==> config.mk <==
export PLATFORM = sky130hd
export DESIGN_NAME = hazard_ctrl_flat
export DESIGN_NICKNAME = d
export VERILOG_FILES = /design/src/rtl/hazard_ctrl_if.sv /design/src/rtl/hazard_ctrl.sv /design/src/flat_wrapper.sv
export SDC_FILE = /design/constraint.sdc
export NUM_CORES = 1
export LEC_CHECK = 0
export ABC_AREA = 1
export ABC_CLOCK_PERIOD_IN_PS = 1900
export BUFFER_PORTS_ARGS = -buffer_cell sky130_fd_sc_hd__buf_2
export CAP_MARGIN = 20
export CORE_ASPECT_RATIO = 0.8
export CORE_MARGIN = 10
export CORE_UTILIZATION = 50
export DETAILED_ROUTE_END_ITERATION = 6
export PLACE_DENSITY = 0.79
export SLEW_MARGIN = 25
export SYNTH_ARGS = -nofsm -noshare
export SYNTH_HDL_FRONTEND = slang
export SYNTH_SLANG_ARGS = --single-unit
export TNS_END_PERCENT = 50
==> constraint.sdc <==
create_clock -name clk -period 1.9 [get_ports clk]
set_input_delay 0.38 -clock clk [delete_from_list [all_inputs] [get_ports clk]]
set_output_delay 0.38 -clock clk [all_outputs]
set_load 0.02 [all_outputs]
==> src/rtl/hazard_ctrl_if.sv <==
// Control bundle between the 5-stage pipeline and its hazard/sequencing
// controller. The pipeline side is the master; the controller is the slave.
interface hazard_ctrl_if #(
  parameter int CNT_W = 16
);
  // ID / Ex hazard inputs
  logic [4:0]       rs_id;
  logic [4:0]       rt_id;
  logic             USE_RS;
  logic             USE_RT;
  logic [4:0]       regwr_Ex;
  logic             REGWR_Ex;
  logic             MEM2REG_Ex;
  // Mem stage inputs
  logic             REDIRECT_Mem;
  logic             MEM_REQ;
  logic             MEM_READY;
  // Pipeline register controls
  logic             PC_WE;
  logic             PC_SEL;
  logic             IFID_WE;
  logic             IFID_FLUSH;
  logic             IDEX_WE;
  logic             IDEX_FLUSH;
  logic             EXMEM_WE;
  logic             JUMPEN;
  // Status
  logic             mem_err;
  logic [1:0]       state_o;
  logic [CNT_W-1:0] stall_cnt;
  logic [CNT_W-1:0] flush_cnt;

  modport master (
    output rs_id, rt_id, USE_RS, USE_RT, regwr_Ex, REGWR_Ex, MEM2REG_Ex,
    output REDIRECT_Mem, MEM_REQ, MEM_READY,
    input  PC_WE, PC_SEL, IFID_WE, IFID_FLUSH, IDEX_WE, IDEX_FLUSH,
    input  EXMEM_WE, JUMPEN, mem_err, state_o, stall_cnt, flush_cnt
  );

  modport slave (
    input  rs_id, rt_id, USE_RS, USE_RT, regwr_Ex, REGWR_Ex, MEM2REG_Ex,
    input  REDIRECT_Mem, MEM_REQ, MEM_READY,
    output PC_WE, PC_SEL, IFID_WE, IFID_FLUSH, IDEX_WE, IDEX_FLUSH,
    output EXMEM_WE, JUMPEN, mem_err, state_o, stall_cnt, flush_cnt
  );
endinterface

==> src/rtl/hazard_ctrl.sv <==
// Pipeline sequencing controller: load-use bubbles, Mem-stage redirects,
// whole-pipe freeze while data memory is busy (with timeout to ERR), and
// saturating stall/flush statistics.
module hazard_ctrl #(
  parameter int MEM_TIMEOUT = 16,
  parameter int CNT_W       = 16
) (
  input  logic         clk,
  input  logic         rst_n,
  hazard_ctrl_if.slave bus
);

  typedef enum logic [1:0] {
    ST_RUN      = 2'd0,
    ST_MEM_WAIT = 2'd1,
    ST_ERR      = 2'd2
  } state_e;

  // One spare value of headroom so wait_cnt + 1 never wraps before compare.
  localparam int                WAIT_W    = $clog2(MEM_TIMEOUT + 2);
  localparam logic [WAIT_W-1:0] TIMEOUT_V = WAIT_W'(MEM_TIMEOUT);

  state_e             state_q, state_d;
  logic [WAIT_W-1:0]  wait_cnt_q, wait_cnt_d;
  logic               mem_err_q, mem_err_d;
  logic [CNT_W-1:0]   stall_cnt_q, stall_cnt_d;
  logic [CNT_W-1:0]   flush_cnt_q, flush_cnt_d;

  logic freeze;
  logic load_use;
  logic pc_we, pc_sel, ifid_we, ifid_flush, idex_we, idex_flush, exmem_we, jumpen;

  // State and statistics registers.
  // NOTE: sequential state uses non-blocking assignments only, so every
  // register samples the pre-edge value of every other register.
  always_ff @(posedge clk or negedge rst_n) begin
    if (!rst_n) begin
      state_q     <= ST_RUN;
      wait_cnt_q  <= '0;
      mem_err_q   <= 1'b0;
      stall_cnt_q <= '0;
      flush_cnt_q <= '0;
    end else begin
      state_q     <= state_d;
      wait_cnt_q  <= wait_cnt_d;
      mem_err_q   <= mem_err_d;
      stall_cnt_q <= stall_cnt_d;
      flush_cnt_q <= flush_cnt_d;
    end
  end

  // Hazard detection, pipeline controls, FSM next state and counter updates.
  always_comb begin
    // NOTE: every signal written here gets a default first, so no path can
    // leave one unassigned and infer a latch.
    state_d     = state_q;
    wait_cnt_d  = wait_cnt_q;
    mem_err_d   = mem_err_q;
    stall_cnt_d = stall_cnt_q;
    flush_cnt_d = flush_cnt_q;
    pc_we       = 1'b1;
    pc_sel      = 1'b0;
    ifid_we     = 1'b1;
    ifid_flush  = 1'b0;
    idex_we     = 1'b1;
    idex_flush  = 1'b0;
    exmem_we    = 1'b1;
    jumpen      = 1'b0;

    freeze = ((state_q == ST_RUN)      && bus.MEM_REQ && !bus.MEM_READY) ||
             ((state_q == ST_MEM_WAIT) && !bus.MEM_READY) ||
             (state_q == ST_ERR);

    // A load to r0 never hazards; an rs==rt match is a single event.
    load_use = bus.MEM2REG_Ex && bus.REGWR_Ex && (bus.regwr_Ex != 5'd0) &&
               ((bus.USE_RS && (bus.rs_id == bus.regwr_Ex)) ||
                (bus.USE_RT && (bus.rt_id == bus.regwr_Ex)));

    // Pipeline controls: freeze > redirect > load-use > free-running.
    if (freeze) begin
      pc_we    = 1'b0;
      ifid_we  = 1'b0;
      idex_we  = 1'b0;
      exmem_we = 1'b0;
      if (stall_cnt_q != '1) stall_cnt_d = stall_cnt_q + CNT_W'(1);
    end else if (bus.REDIRECT_Mem) begin
      // The instruction a load-use would stall is squashed here anyway.
      pc_sel     = 1'b1;
      ifid_flush = 1'b1;
      idex_flush = 1'b1;
      jumpen     = 1'b1;
      if (flush_cnt_q != '1) flush_cnt_d = flush_cnt_q + CNT_W'(1);
    end else if (load_use) begin
      // Hold PC and IF/ID, inject one bubble into ID/Ex; the load moves on.
      pc_we      = 1'b0;
      ifid_we    = 1'b0;
      idex_flush = 1'b1;
      if (stall_cnt_q != '1) stall_cnt_d = stall_cnt_q + CNT_W'(1);
    end

    // Memory-wait sequencing.
    unique case (state_q)
      ST_RUN: begin
        if (bus.MEM_REQ && !bus.MEM_READY) begin
          state_d    = ST_MEM_WAIT;
          wait_cnt_d = WAIT_W'(1);
        end
      end
      ST_MEM_WAIT: begin
        if (bus.MEM_READY) begin
          state_d    = ST_RUN;
          wait_cnt_d = '0;
        end else begin
          wait_cnt_d = wait_cnt_q + WAIT_W'(1);
          if (wait_cnt_d >= TIMEOUT_V) begin
            state_d   = ST_ERR;
            mem_err_d = 1'b1;
          end
        end
      end
      ST_ERR:  state_d = ST_ERR;
      default: state_d = ST_ERR;
    endcase

    // Hold every register enable low while reset is asserted.
    if (!rst_n) begin
      pc_we      = 1'b0;
      pc_sel     = 1'b0;
      ifid_we    = 1'b0;
      ifid_flush = 1'b0;
      idex_we    = 1'b0;
      idex_flush = 1'b0;
      exmem_we   = 1'b0;
      jumpen     = 1'b0;
    end
  end

  assign bus.PC_WE      = pc_we;
  assign bus.PC_SEL     = pc_sel;
  assign bus.IFID_WE    = ifid_we;
  assign bus.IFID_FLUSH = ifid_flush;
  assign bus.IDEX_WE    = idex_we;
  assign bus.IDEX_FLUSH = idex_flush;
  assign bus.EXMEM_WE   = exmem_we;
  assign bus.JUMPEN     = jumpen;
  assign bus.mem_err    = mem_err_q;
  assign bus.state_o    = state_q;
  assign bus.stall_cnt  = stall_cnt_q;
  assign bus.flush_cnt  = flush_cnt_q;

endmodule

==> src/flat_wrapper.sv <==
// flat-port wrapper written by rule: the top's interface ports become plain ports
module hazard_ctrl_flat 
#(
  parameter int MEM_TIMEOUT = 16,
  parameter int CNT_W       = 16
)
  (clk, rst_n, bus_rs_id, bus_rt_id, bus_USE_RS, bus_USE_RT, bus_regwr_Ex, bus_REGWR_Ex, bus_MEM2REG_Ex, bus_REDIRECT_Mem, bus_MEM_REQ, bus_MEM_READY, bus_PC_WE, bus_PC_SEL, bus_IFID_WE, bus_IFID_FLUSH, bus_IDEX_WE, bus_IDEX_FLUSH, bus_EXMEM_WE, bus_JUMPEN, bus_mem_err, bus_state_o, bus_stall_cnt, bus_flush_cnt);
  hazard_ctrl_if #(.CNT_W(CNT_W)) bus_i ();
  input  logic clk;
  input  logic rst_n;
  input wire logic [$bits(bus_i.rs_id)-1:0] bus_rs_id;
  input wire logic [$bits(bus_i.rt_id)-1:0] bus_rt_id;
  input wire logic [$bits(bus_i.USE_RS)-1:0] bus_USE_RS;
  input wire logic [$bits(bus_i.USE_RT)-1:0] bus_USE_RT;
  input wire logic [$bits(bus_i.regwr_Ex)-1:0] bus_regwr_Ex;
  input wire logic [$bits(bus_i.REGWR_Ex)-1:0] bus_REGWR_Ex;
  input wire logic [$bits(bus_i.MEM2REG_Ex)-1:0] bus_MEM2REG_Ex;
  input wire logic [$bits(bus_i.REDIRECT_Mem)-1:0] bus_REDIRECT_Mem;
  input wire logic [$bits(bus_i.MEM_REQ)-1:0] bus_MEM_REQ;
  input wire logic [$bits(bus_i.MEM_READY)-1:0] bus_MEM_READY;
  output wire logic [$bits(bus_i.PC_WE)-1:0] bus_PC_WE;
  output wire logic [$bits(bus_i.PC_SEL)-1:0] bus_PC_SEL;
  output wire logic [$bits(bus_i.IFID_WE)-1:0] bus_IFID_WE;
  output wire logic [$bits(bus_i.IFID_FLUSH)-1:0] bus_IFID_FLUSH;
  output wire logic [$bits(bus_i.IDEX_WE)-1:0] bus_IDEX_WE;
  output wire logic [$bits(bus_i.IDEX_FLUSH)-1:0] bus_IDEX_FLUSH;
  output wire logic [$bits(bus_i.EXMEM_WE)-1:0] bus_EXMEM_WE;
  output wire logic [$bits(bus_i.JUMPEN)-1:0] bus_JUMPEN;
  output wire logic [$bits(bus_i.mem_err)-1:0] bus_mem_err;
  output wire logic [$bits(bus_i.state_o)-1:0] bus_state_o;
  output wire logic [$bits(bus_i.stall_cnt)-1:0] bus_stall_cnt;
  output wire logic [$bits(bus_i.flush_cnt)-1:0] bus_flush_cnt;
  assign bus_i.rs_id = bus_rs_id;
  assign bus_i.rt_id = bus_rt_id;
  assign bus_i.USE_RS = bus_USE_RS;
  assign bus_i.USE_RT = bus_USE_RT;
  assign bus_i.regwr_Ex = bus_regwr_Ex;
  assign bus_i.REGWR_Ex = bus_REGWR_Ex;
  assign bus_i.MEM2REG_Ex = bus_MEM2REG_Ex;
  assign bus_i.REDIRECT_Mem = bus_REDIRECT_Mem;
  assign bus_i.MEM_REQ = bus_MEM_REQ;
  assign bus_i.MEM_READY = bus_MEM_READY;
  assign bus_PC_WE = bus_i.PC_WE;
  assign bus_PC_SEL = bus_i.PC_SEL;
  assign bus_IFID_WE = bus_i.IFID_WE;
  assign bus_IFID_FLUSH = bus_i.IFID_FLUSH;
  assign bus_IDEX_WE = bus_i.IDEX_WE;
  assign bus_IDEX_FLUSH = bus_i.IDEX_FLUSH;
  assign bus_EXMEM_WE = bus_i.EXMEM_WE;
  assign bus_JUMPEN = bus_i.JUMPEN;
  assign bus_mem_err = bus_i.mem_err;
  assign bus_state_o = bus_i.state_o;
  assign bus_stall_cnt = bus_i.stall_cnt;
  assign bus_flush_cnt = bus_i.flush_cnt;
  hazard_ctrl #(.MEM_TIMEOUT(MEM_TIMEOUT), .CNT_W(CNT_W)) u_core (.clk(clk), .rst_n(rst_n), .bus(bus_i));
endmodule
==> results.json, run 1 <==
{
  "status": "finished, violations left",
  "failed_checks": "negative setup slack",
  "start_util_pct": 53.12,
  "ir_drop_v": 0.0005791,
  "hpwl_um": 4659,
  "path_class": "flip-flop to output pin",
  "crit_arrival_ps": 1530,
  "endpoint_kind": "output pin",
  "yosys_warnings": 0,
  "synth_top_area_cell": "dfrtp_1",
  "io_buffer_count": 66,
  "grt_use_met2_pct": 24.35,
  "pin_count": 67,
  "clk_latency_ps": 290,
  "startpoint_type": "flip-flop",
  "wl_um": 6244,
  "yosysUniqueCellTypes": 28,
  "p_leak_nw": 1.772,
  "synthArstFlopShare_pct": 100.0,
  "crit_required_ps": 1520,
  "layout-drive-gt1-share_pct": 32.06,
  "synth_top_area_share_pct": 39.80,
  "maxSlewHeadroom_pct": 64.75,
  "drt_first_pass_iters": 5,
  "grt_pass1_wl_um": 10120,
  "report.final.slew_viol_count": 0,
  "chipHeight_um": 83.44,
  "via_count": 2319,
  "synthTopCellsByCount": "nand2_1, inv_1, dfrtp_1",
  "synth_nets": 363,
  "cts.hold.buffers_added": 0,
  "antennaDiodeCount": 0,
  "fillers": 405,
  "setup_viol_count_final": 4,
  "ctsRootBufferMaster": "clkbuf_8",
  "met3_usage_pct": 4.305,
  "fin_nets": 445,
  "dieArea_sq_mm": 0.008284,
  "cts.htree.levels": 2,
  "dr.first_iter.drc_count": 102,
  "fin_crit_ps": 1908,
  "grt_start_max_net_pins": 41,
  "finalWorstSetupSlack_ps": -8.095,
  "synth_edf_count": 0,
  "syn_area_sq_mm": 0.002515,
  "cp_max_fo": 4,
  "r2r_setup_slack_ps": 130,
  "drtAntennaViolNets": 0,
  "syn2layout_area_growth_pct": 24.53,
  "hp-class": "input pin to asynchronous set/reset pin",
  "fin_area_sq_mm": 0.003132,
  "worst_slew_pin_slew_ps": 524.7,
  "avgViaCountPerCell": 4.851,
  "rsz0062_at_grt": "true",
  "fin_crit_sh_pct": 100.4,
  "ys_seq_area_share_pct": 39.80,
  "clockBufferDepth": 2,
  "clock.fmax_ghz": 0.5241,
  "tritoncts": "yes",
  "clk_pin_slew_worst_paths_ps": 80,
  "yosysMostFrequentCell": "nand2_1",
  "finalHoldViolations": 0,
  "synth-main-ff-cell": "dfrtp_1",
  "first_global_vias": 2160,
  "ys_ff_latch": 40,
  "powerDensity_mw_per_mm2": 652.6,
  "cap_viol_max_count": 0,
  "placed_cell_area_sq_mm": 0.002878,
  "cts_buffers": 5,
  "overflow": 0,
  "syn_avg_cell_area_sq_um": 7.485,
  "syn_inst": 336,
  "rows": 22,
  "cts.sinks": 40,
  "p_total_mw": 2.044,
  "synthTopCellsByArea": "dfrtp_1, nand2_1, inv_1",
  "die_x_um": 99.29,
  "antenna_found_initial": 0,
  "clock_skew_ps": 5.538,
  "drc_errors": 0,
  "track_usage_pct": 14.31,
  "core_area_sq_mm": 0.004735,
  "gp_congestion": 0.8795,
  "wl_per_cell_um": 13.06,
  "met1_usage_pct": 17.01,
  "grt.busiest_layer": "met2"
}
[timing repair]
action                     CTS  global route
cloned                       0             0
pin swaps                    5             5
gates resized for setup      5            15
buffers inserted             7             7
setup endpoints to repair    8            15
[metal layers]
metal	vias up	wire, um
li1	1195	-
met1	1061	2689
met2	53	3111
met3	10	341
met4	0	100
met5	-	0
[registers in the layout (all words and copies together), names as in the netlist]
register / cells
u_core.bus.flush_cnt: 16
u_core.wait_cnt_q: 5
u_core.bus.mem_err: 1
u_core.bus.state_o: 2
u_core.bus.stall_cnt: 16
[worst max-delay path, stage by stage, from the launching register on]
cell and delay (ps):
dfrtp_2 450, nand2_4 90, nor2_4 40, nor2_4 160, nand2_2 90, nor2_4 130, buf_4 130, buf_4 140
[final cells by class]
cell class | instances | area (sq um) | area share [%]
clock inverters | 2 | 12.51 | 0.3995
repair buffers | 83 | 490.5 | 15.66
flip-flops and latches | 40 | 1002 | 32.00
inverters | 50 | 187.7 | 5.993
well taps | 60 | 75.07 | 2.397
multi-input cells | 238 | 1295 | 41.35
clock buffers | 5 | 68.82 | 2.197
[layout by cell type (no fill, tap or decap)]
master      instances
a21oi_1             2
a21oi_2             1
a22o_1              1
a31o_4              1
buf_2              59
buf_4              20
buf_6               4
clkbuf_8            5
clkinv_2            1
clkinvlp_4          1
dfrtp_1            39
dfrtp_2             1
ha_1                3
inv_1              40
inv_2              10
nand2_1           109
nand2_2             3
nand2_4             6
nand3_1            27
nand3_2             3
nand3b_1            2
nand4_1             4
nor2_1             19
nor2_2             12
nor2_4              5
nor3_1              9
nor3_2              1
nor3_4              1
o21ai_0             3
o31ai_1             2
or3_1               1
xnor2_1             5
xor2_1             18
[path summary, 6_finish.rpt]
| path | startpoint | end | cells after the start |
|---|---|---|---|
| max | u_core.bus.state_o[0]$_DFFE_PN0P_ | bus_JUMPEN | 7 |
| min | rst_n | u_core.bus.stall_cnt[13]$_DFFE_PN0P_ | 2 |
| max reg2reg | u_core.bus.flush_cnt[0]$_DFFE_PN0P_ | u_core.bus.flush_cnt[4]$_DFFE_PN0P_ | 10 |
| min reg2reg | u_core.bus.mem_err$_DFFE_PN0P_ | u_core.bus.mem_err$_DFFE_PN0P_ | 2 |
| max in group asynchronous | rst_n | u_core.bus.state_o[0]$_DFFE_PN0P_ | 2 |
| min in group clk | bus_MEM_READY | u_core.bus.state_o[0]$_DFFE_PN0P_ | 2 |
[logic make-up after synthesis]
family | Yosys count | synth area share (%)
fa+ha+maj | 3 | 1.493
xor+xnor | 23 | 8.010
compound gates | 10 | 2.637
flops | 40 | 39.80
buf+inv | 58 | 10.45
simple gates | 202 | 37.61
[metrics by stage]
stage               worst slack, ps  setup TNS [ps]  instances  util (%)  hold slack, ps
global placement              165.6               0        457     60.78           466.9
floorplan                     11.59               0        336         -           84.41
detailed placement            55.35               0        457     60.78           466.0
global route                 -70.95          -462.1        478     66.15           197.1
finish                       -8.095          -16.91        478     66.15           147.4
CTS                          -39.55          -39.55        471     64.06           169.4
[power breakdown]
group          switching [mW]  internal (mW)
Combinational           0.289          0.174
Sequential              0.101          0.925
Clock                   0.305          0.249
Total                   0.696           1.35
Power figures use the tool's default switching activity.
==> run 2, diff against run 1 <==
- MAX_ROUTING_LAYER: unset -> met4
==> results.json, run 2 (same netlist as run 1, synthesis figures left out) <==
{
  "status": "complete, no violations",
  "core_area_sq_mm": 0.004735,
  "antennaDiodeCount": 0,
  "layout_commonest_cell": "nand2_1",
  "via_count": 2298,
  "pin_count": 67,
  "clk_latency_ps": 300,
  "clock.fmax_ghz": 0.5308,
  "maxSlewHeadroom_pct": 67.13,
  "crit_required_ps": 1520,
  "tritoncts": "yes",
  "drc_errors": 0,
  "p_leak_nw": 1.745,
  "dp_cells": 457,
  "fin_area_sq_mm": 0.003088,
  "cap_viol_max_count": 0,
  "gp_congestion": 0.9326,
  "fin_crit_ps": 1884,
  "p_total_mw": 2.273,
  "drtAntennaViolNets": 0,
  "dr.first_iter.drc_count": 129,
  "hp-class": "input pin to asynchronous set/reset pin",
  "worst_slew_pin_slew_ps": 493.0,
  "cp_max_fo": 4,
  "fin_crit_sh_pct": 99.15,
  "clock_skew_ps": 6.106,
  "powerDensity_mw_per_mm2": 736.1,
  "antenna_found_initial": 0,
  "dieArea_sq_mm": 0.008284,
  "placed_cell_area_sq_mm": 0.002878,
  "pre_cts_ws_ps": 67.95,
  "cts_buffers": 5,
  "ir_drop_v": 0.0006310,
  "report.final.slew_viol_count": 0,
  "grt_pass1_wl_um": 10010,
  "first_global_vias": 2180,
  "layout-drive-gt1-share_pct": 30.58,
  "hold_slack_ps": 127.8,
  "ctsRootBufferMaster": "clkbuf_8",
  "rsz0062_at_grt": "true",
  "cts.htree.levels": 2,
  "path_class": "flip-flop to output pin",
  "startpoint_type": "flip-flop",
  "syn2layout_area_growth_pct": 22.79,
  "final_cells": 472,
  "grt_start_max_net_pins": 41,
  "fin_tns_setup_ps": 0,
  "crit_arrival_ps": 1500,
  "wl_per_cell_um": 12.94,
  "rows": 22,
  "fin_nets": 438,
  "final_cell_mix": "nand2_1, buf_2, inv_1, dfrtp_1, nand3_1",
  "chipHeight_um": 83.44,
  "avgViaCountPerCell": 4.869,
  "hpwl_um": 4664,
  "die_x_um": 99.29,
  "clk_pin_slew_worst_paths_ps": 80,
  "drt_first_pass_iters": 4,
  "overflow": 0,
  "finalHoldViolations": 0,
  "clockBufferDepth": 2,
  "io_buffer_count": 66,
  "setup_viol_count_final": 0,
  "cts.sinks": 40,
  "track_usage_pct": 14.88,
  "endpoint_kind": "output pin",
  "finalWorstSetupSlack_ps": 16.11,
  "fillers": 420,
  "final_core_util_pct": 65.22,
  "wl_um": 6108,
  "start_util_pct": 53.12
}
[run 2: critical path: stages (launching register included)]
cell	delay [ps]
dfrtp_1	390
inv_2	100
nand2_4	60
nor2_4	120
nor2_4	60
nand2_2	70
nor2_2	50
a31o_2	220
buf_6	130
[run 2: where the power goes]
part	total [mW]	internal [mW]	switching (mW)
logic	0.465	0.175	0.290
clock network	0.779	0.464	0.315
registers	1.03	0.925	0.104
[run 2: repair_timing]
action                                  in CTS  in global routing
pin swaps                                    4                  2
hold buffers                                 0                  0
endpoints found under the setup margin       8                 12
hold endpoints to repair                     0                  0
buffers inserted                             6                  1
gates resized for setup                      4                  4
[run 2: per-layer routing]
metal  vias to the layer above  routed length, um  global-route usage [%]
li1                       1177                  -                       -
met1                      1067               2633                   16.73
met2                        44               3001                   24.12
met3                        10                385                   5.546
met4                         0                 89                   4.269
met5                         -                  0                       -
[run 2: final cells by class]
| type | count | area [sq um] | share of cell area [%] |
|---|---|---|---|
| Multi-Input combinational cell | 238 | 1281 | 41.49 |
| Sequential cell | 40 | 1001 | 32.41 |
| Timing Repair Buffer | 76 | 416.7 | 13.49 |
| Inverter | 50 | 187.7 | 6.078 |
| Clock buffer | 7 | 96.34 | 3.120 |
| Tap cell | 60 | 75.07 | 2.431 |
| Clock inverter | 1 | 30.03 | 0.9724 |
[run 2: worst paths after layout]
kind	start	endpoint	slack, ps	cells after the start
worst max-delay path	u_core.bus.state_o[1]$_DFFE_PN0P_	bus_IDEX_FLUSH	20	8
worst min-delay path	rst_n	u_core.bus.stall_cnt[15]$_DFFE_PN0P_	130	2
worst max register to register	u_core.bus.flush_cnt[1]$_DFFE_PN0P_	u_core.bus.flush_cnt[6]$_DFFE_PN0P_	120	10
worst min register to register	u_core.bus.mem_err$_DFFE_PN0P_	u_core.bus.mem_err$_DFFE_PN0P_	500	2
max in group asynchronous	rst_n	u_core.bus.flush_cnt[15]$_DFFE_PN0P_	1420	2
min in group clk	bus_MEM_READY	u_core.bus.state_o[0]$_DFFE_PN0P_	340	2
